<file path="config.mk">
export PLATFORM = sky130hd
export DESIGN_NAME = fifo_rx_flat
export DESIGN_NICKNAME = d
export VERILOG_FILES = /design/src/rtl/fifo_rx_pkg.sv /design/src/rtl/fifo_rx_if.sv /design/src/rtl/fifo_rx_sipo.sv /design/src/rtl/fifo_rx.sv /design/src/flat_wrapper.sv
export SDC_FILE = /design/constraint.sdc
export NUM_CORES = 1
export LEC_CHECK = 0
export BUFFER_PORTS_ARGS = -buffer_cell sky130_fd_sc_hd__buf_4
export CORE_MARGIN = 2
export CORE_UTILIZATION = 51
export DETAILED_ROUTE_END_ITERATION = 8
export PLACE_DENSITY = 0.77
export SLEW_MARGIN = 20
export SYNTH_ARGS = -nofsm -noshare
export SYNTH_HDL_FRONTEND = slang
export SYNTH_SLANG_ARGS = --single-unit
</file>
<file path="constraint.sdc">
create_clock -name clk -period 4.2 [get_ports clk]
set_clock_uncertainty 0.2 [all_clocks]
set_input_delay 0.84 -clock clk [delete_from_list [all_inputs] [get_ports clk]]
set_output_delay 0.84 -clock clk [all_outputs]
set_load 0.1 [all_outputs]
</file>
<file path="src/rtl/fifo_rx_pkg.sv">
// fifo_rx_pkg: shared types and constants for the receive-side byte FIFO.
package fifo_rx_pkg;

  localparam int unsigned BYTE_BITS = 8;

  // Byte assembly states
  typedef enum logic {
    IDLE,
    SHIFT
  } fsm_rx;

  // Index of the next bit position within the byte being assembled
  typedef logic [2:0] bit_idx_t;

endpackage

</file>
<file path="src/rtl/fifo_rx_if.sv">
// fifo_rx_if: APB read-slave signal bundle for fifo_rx.
interface fifo_rx_if;
  import fifo_rx_pkg::*;

  logic                 psel;
  logic                 penable;
  logic                 pwrite;
  logic [BYTE_BITS-1:0] prdata;
  logic                 pready;
  logic                 pslverr;

  modport master (
    output psel, penable, pwrite,
    input  prdata, pready, pslverr
  );

  modport slave (
    input  psel, penable, pwrite,
    output prdata, pready, pslverr
  );

endinterface

</file>
<file path="src/rtl/fifo_rx_sipo.sv">
// fifo_rx_sipo: serial-in parallel-out byte assembler, LSB first.
// byte_done is a combinational pulse in the cycle the 8th bit is presented,
// with parallel_out already holding the complete byte.
module fifo_rx_sipo
  import fifo_rx_pkg::*;
(
  input  logic                 clk,
  input  logic                 reset,
  input  logic                 clear,
  input  logic                 shift_en,
  input  logic                 serial_in,
  output logic [BYTE_BITS-1:0] parallel_out,
  output logic                 byte_done
);

  bit_idx_t             bit_cnt;
  logic [BYTE_BITS-1:0] shreg;
  logic [BYTE_BITS-1:0] byte_nxt;

  // Merge the incoming bit into its position to form the candidate byte
  always_comb begin
    byte_nxt          = shreg;
    byte_nxt[bit_cnt] = serial_in;
  end

  assign parallel_out = byte_nxt;
  assign byte_done    = shift_en && (bit_cnt == 3'd7);

  // Bit counter and shift register; clear discards a partial byte
  always_ff @(posedge clk) begin
    if (reset || clear) begin
      bit_cnt <= '0;
      shreg   <= '0;
    end else if (shift_en) begin
      shreg   <= byte_nxt;
      bit_cnt <= bit_cnt + 3'd1;
    end
  end

endmodule

</file>
<file path="src/rtl/fifo_rx.sv">
// fifo_rx: receive-side byte FIFO. Assembles the demodulated bit stream into
// bytes, buffers them in a DEPTH-entry FIFO and serves them over a
// zero-wait-state APB read slave.
// Optional: define FIFO_RX_LEVEL_EN to add the registered `level` output.
module fifo_rx
  import fifo_rx_pkg::*;
#(
  parameter int unsigned WIDTH     = 8,
  parameter int unsigned DEPTH     = 64,
  parameter int unsigned PTR_WIDTH = $clog2(DEPTH)
) (
  input  logic           clk,
  input  logic           reset,
  input  logic           data_in,
  input  logic           bit_valid,
  input  logic           en_rx,
  fifo_rx_if.slave       apb,
  output logic           mem_state,
  output logic           overflow
`ifdef FIFO_RX_LEVEL_EN
  ,
  output logic [PTR_WIDTH:0] level
`endif
);

  logic [WIDTH-1:0]   mem [DEPTH];
  logic [PTR_WIDTH:0] wr_ptr, rd_ptr;
  logic [PTR_WIDTH:0] wr_ptr_nxt, rd_ptr_nxt;
  fsm_rx              state, state_nxt;

  logic                 full, empty;
  logic                 rd_access, wr_access;
  logic                 pop, push_req, push_ok;
  logic                 clear, shift_en;
  logic [BYTE_BITS-1:0] rx_byte;

  fifo_rx_sipo u_sipo (
    .clk          (clk),
    .reset        (reset),
    .clear        (clear),
    .shift_en     (shift_en),
    .serial_in    (data_in),
    .parallel_out (rx_byte),
    .byte_done    (push_req)
  );

  assign full  = (wr_ptr[PTR_WIDTH-1:0] == rd_ptr[PTR_WIDTH-1:0]) &&
                 (wr_ptr[PTR_WIDTH] != rd_ptr[PTR_WIDTH]);
  assign empty = (wr_ptr == rd_ptr);
  assign mem_state = !empty;

  assign rd_access = apb.psel && apb.penable && !apb.pwrite;
  assign wr_access = apb.psel && apb.penable && apb.pwrite;
  assign pop       = rd_access && !empty;
  // A pop in the same cycle frees the slot the push lands in
  assign push_ok   = push_req && (!full || pop);

  // APB read data and error response
  always_comb begin
    apb.prdata  = '0;
    apb.pready  = 1'b1;
    apb.pslverr = wr_access || (rd_access && empty);
    if (pop) apb.prdata = mem[rd_ptr[PTR_WIDTH-1:0]];
  end

  // Assembly FSM next state; assembly runs only while SHIFT and en_rx hold
  always_comb begin
    state_nxt = state;
    clear     = 1'b1;
    shift_en  = 1'b0;
    case (state)
      IDLE: begin
        if (en_rx) state_nxt = SHIFT;
      end
      SHIFT: begin
        if (!en_rx) begin
          state_nxt = IDLE;
        end else begin
          clear    = 1'b0;
          shift_en = bit_valid;
        end
      end
      default: state_nxt = IDLE;
    endcase
  end

  // Assembly FSM state register
  always_ff @(posedge clk) begin
    if (reset) state <= IDLE;
    else       state <= state_nxt;
  end

  // Pointer advance
  always_comb begin
    wr_ptr_nxt = wr_ptr;
    rd_ptr_nxt = rd_ptr;
    if (push_ok) wr_ptr_nxt = wr_ptr + 1'b1;
    if (pop)     rd_ptr_nxt = rd_ptr + 1'b1;
  end

  // Pointer registers
  always_ff @(posedge clk) begin
    if (reset) begin
      wr_ptr <= '0;
      rd_ptr <= '0;
    end else begin
      wr_ptr <= wr_ptr_nxt;
      rd_ptr <= rd_ptr_nxt;
    end
  end

  // FIFO storage write (contents not reset)
  always_ff @(posedge clk) begin
    if (push_ok) mem[wr_ptr[PTR_WIDTH-1:0]] <= rx_byte;
  end

  // Sticky overflow: a dropped byte sets it, a successful read clears it
  always_ff @(posedge clk) begin
    if (reset)                      overflow <= 1'b0;
    else if (push_req && !push_ok)  overflow <= 1'b1;
    else if (pop)                   overflow <= 1'b0;
  end

`ifdef FIFO_RX_LEVEL_EN
  // Occupancy, registered alongside the pointers
  always_ff @(posedge clk) begin
    if (reset) level <= '0;
    else       level <= wr_ptr_nxt - rd_ptr_nxt;
  end
`endif

endmodule

</file>
<file path="src/flat_wrapper.sv">
// flat-port wrapper written by rule: the top's interface ports become plain ports
module fifo_rx_flat import fifo_rx_pkg::*;
#(
  parameter int unsigned WIDTH     = 8,
  parameter int unsigned DEPTH     = 64,
  parameter int unsigned PTR_WIDTH = $clog2(DEPTH)
)
  (clk, reset, data_in, bit_valid, en_rx, mem_state, overflow, apb_psel, apb_penable, apb_pwrite, apb_prdata, apb_pready, apb_pslverr);
  fifo_rx_if apb_i ();
  input  logic clk;
  input  logic reset;
  input  logic data_in;
  input  logic bit_valid;
  input  logic en_rx;
  output logic mem_state;
  output logic overflow;
  input wire logic [$bits(apb_i.psel)-1:0] apb_psel;
  input wire logic [$bits(apb_i.penable)-1:0] apb_penable;
  input wire logic [$bits(apb_i.pwrite)-1:0] apb_pwrite;
  output wire logic [$bits(apb_i.prdata)-1:0] apb_prdata;
  output wire logic [$bits(apb_i.pready)-1:0] apb_pready;
  output wire logic [$bits(apb_i.pslverr)-1:0] apb_pslverr;
  assign apb_i.psel = apb_psel;
  assign apb_i.penable = apb_penable;
  assign apb_i.pwrite = apb_pwrite;
  assign apb_prdata = apb_i.prdata;
  assign apb_pready = apb_i.pready;
  assign apb_pslverr = apb_i.pslverr;
  fifo_rx #(.WIDTH(WIDTH), .DEPTH(DEPTH), .PTR_WIDTH(PTR_WIDTH)) u_core (.clk(clk), .reset(reset), .data_in(data_in), .bit_valid(bit_valid), .en_rx(en_rx), .apb(apb_i), .mem_state(mem_state), .overflow(overflow));
endmodule
</file>
==> flow_summary.ini <==
[routing]
vias = 11500
ant_nets = 0
drc = 0
wl_met3_um = 4100
drt-pass1-iter-count = 5
wl_met1_um = 19400
highest_layer = met4
finalWirelength_um = 48200
drt_iter0_drc = 1467
route.met2.wl_um = 23500
wire_per_inst_um = 26.1
viasPerCell = 6.20

[placement]
port_buffers = 18
dp_slack_ns = 0.418
gp_congestion = 0.876
placed_cells = 1746
hpwl_um = 29200

[cts]
tritoncts = done
clk_pin_slew_ns = 0.06
cts_buffers = 53
clock_sinks = 545
hold_buffers = 0
cts-htree-levels = 2
clk_latency_ns = 0.59
cts_root_buf = clkbuf_16
cts_buffer_depth = 3

[finish]
area_growth_pct = 14.0
utilization = 0.588
final_common_cell = edfxtp_1
diodes = 0
final_layout_size_suffix_gt1_frac = 0.253
layout.nets = 1282
final_cell_mix = edfxtp_1, buf_4, mux4_2
final_cells = 1849
n_fill_cell = 2979

[sta]
min_period_over_period = 0.973
fin_crit_ns = 4.08
report.final.hold_viol_count = 0
worst_slew_pin_slew_ns = 1.13
drv_slew = 0
tns_ns = 0
setup_viol = 0
setup_ws_ns = 0.115
max_slew_margin = 0.246
rsz0062_at_grt = false
max_freq_ghz = 0.245

[global_routing]
grt_pass1_vias = 11700
grt_max_degree = 66
overflow = 0
antenna_found_initial = 0
grt_usage = 0.221
grt_pass1_wl_um = 72200

[yosys]
synth_seq_cells = 545
synthArstFlopShare = 0
synth.avg_cell_area_um2 = 18.4
synth_flop_cell = edfxtp_1
yosys_warnings = 0
yosysSeqAreaShare = 0.742
synth-edff-count = 512
syn-num-nets = 1183
netlist_area_mm2 = 0.0216
yosysUniqueCellTypes = 53
syn_inst = 1171

[setup_path]
cp_slowest_cell = dfxtp_4
cpPeakStageDelay_ns = 0.67
cp.required_ns = 3.16
worstSetupEndpointType = output pin
crit_fanout = 30
worst_ep_arrival_time_ns = 3.04
timing_worst_setup_path_type = reg2out
critical_path.startpoint_type = flop
cp_top_family = simple AND/OR/NAND/NOR gates
path_buf_inv = 1
cp_cell_sequence = nand3b_1, o22ai_1, nor4_1, nand2_1, o31ai_2, buf_4

[die]
die_x_um = 210
start_util = 0.516
ios = 20
num_rows = 75
die_y_um = 210
core_area_mm2 = 0.0419
dieArea_mm2 = 0.0440

[power]
p_per_area_mw_per_mm2 = 420
leakage_uw = 0.00725
vdd_drop_max_mv = 0.275

[hold_path]
holdCritPathClass = reg2reg

[job]
drv_cap = 0

[outcome]
status = complete, no violations
path summary, 6_finish.rpt:
| check | start | to | slack (ns) | depth (start not counted) |
|---|---|---|---|---|
| worst max register to register | u_core.wr_ptr[3] | u_core.mem[50][1] | 0.92 | 6 |
| worst min-delay path | u_core.u_sipo.shreg[0] | u_core.u_sipo.shreg[0] | 0.29 | 2 |
| worst max-delay path | flop | apb_prdata[0] | 0.12 | 6 |
| worst min register to register | u_core.u_sipo.shreg[0] | u_core.u_sipo.shreg[0] | 0.29 | 2 |
state kept, by name, indices dropped and copies added, names as in the netlist, named ones only:
signal	count
u_core.state	1
u_core.u_sipo.bit_cnt	3
u_core.u_sipo.shreg	8
u_core.mem	512
u_core.overflow	1
u_core.rd_ptr	7
u_core.wr_ptr	7
logic make-up (layout without fill, tap and decap cells):
family / after synthesis / after routing / share of synthesized area
buffers and inverters: 77 / 216 / 0.0162
XOR/XNOR: 14 / 14 / 0.00568
adder cells (fa/ha/maj): 4 / 4 / 0.00232
multiplexers: 189 / 189 / 0.145
flip-flops: 545 / 545 / 0.742
other: 1 / 1 / 0.000174
AO/OA/AOI/OAI: 113 / 113 / 0.0355
AND/OR/NAND/NOR: 228 / 228 / 0.0530
Yosys cell counts, types with 4 or more instances:
library cell | count | area (µm²)
a22oi_1 | 11 | 82.6
a21oi_1 | 11 | 55.1
nand2_1 | 50 | 188
nand2b_1 | 5 | 31.3
o31ai_1 | 9 | 67.6
o22ai_1 | 42 | 263
mux2i_1 | 68 | 681
xor2_1 | 6 | 52.6
nand3b_1 | 6 | 45.0
nor2b_1 | 9 | 56.3
or3b_2 | 6 | 52.6
mux2_2 | 28 | 315
or4_1 | 5 | 37.5
nor2_1 | 76 | 285
buf_2 | 26 | 130
dfxtp_1 | 33 | 661
or3_1 | 5 | 31.3
buf_1 | 8 | 30.0
mux4_2 | 83 | 1870
clkbuf_1 | 36 | 135
nor3_1 | 10 | 50.1
nand4_1 | 5 | 31.3
ha_1 | 4 | 50.1
nor4_1 | 24 | 150
a21o_1 | 7 | 52.6
o2111ai_1 | 4 | 35.0
a31oi_1 | 14 | 87.6
nand3_1 | 10 | 50.1
and2_1 | 5 | 31.3
xnor2_1 | 8 | 70.1
mux4_1 | 10 | 263
edfxtp_1 | 512 | 15400
o221ai_1 | 7 | 61.3
layer usage:
layer,vias up,global-route usage
met5,-,0
met3,95,0.0444
met4,0,0.0702
met1,5838,0.307
li1,4955,-
met2,576,0.358
stage by stage:
step,total power [µW],cell area [µm²],hold slack (ns)
finish,10300,24600,0.290
global route,10600,24600,0.343
CTS,10400,24500,0.298
detailed placement,6010,22900,0.284
global placement,6010,22900,0.266
floorplan,6000,21600,0.233
worst register-to-register path, cell delays in order (launching register included):
cell	delay, ns
dfxtp_1	0.55
xnor2_1	0.21
nand4_2	0.29
or4_1	0.72
nand4_1	0.65
nor2_1	0.16
buf_4	0.22
power breakdown:
group	leakage (µW)	total, µW	internal [µW]	switching [µW]
registers	0.00456	5860	5860	0.481
clock network	0.000789	4450	2510	1930
logic	0.00190	39.8	9.52	30.3
what timing repair did:
action	CTS	global route
endpoints found under the setup margin	8	8
setup buffers	2	6
pin swaps	0	0
gates resized for setup	3	1
layout make-up:
cell class | count | area [µm²] | share of cell area
clock buffer | 69 | 1400 | 0.0567
clock inverter | 26 | 198 | 0.00803
inverter | 2 | 7.51 | 0.000305
multi-input combinational | 549 | 5290 | 0.215
sequential | 545 | 16000 | 0.652
tap | 539 | 674 | 0.0274
timing repair buffer | 119 | 1000 | 0.0408
No activity file was read; power rests on OpenSTA's default activity.
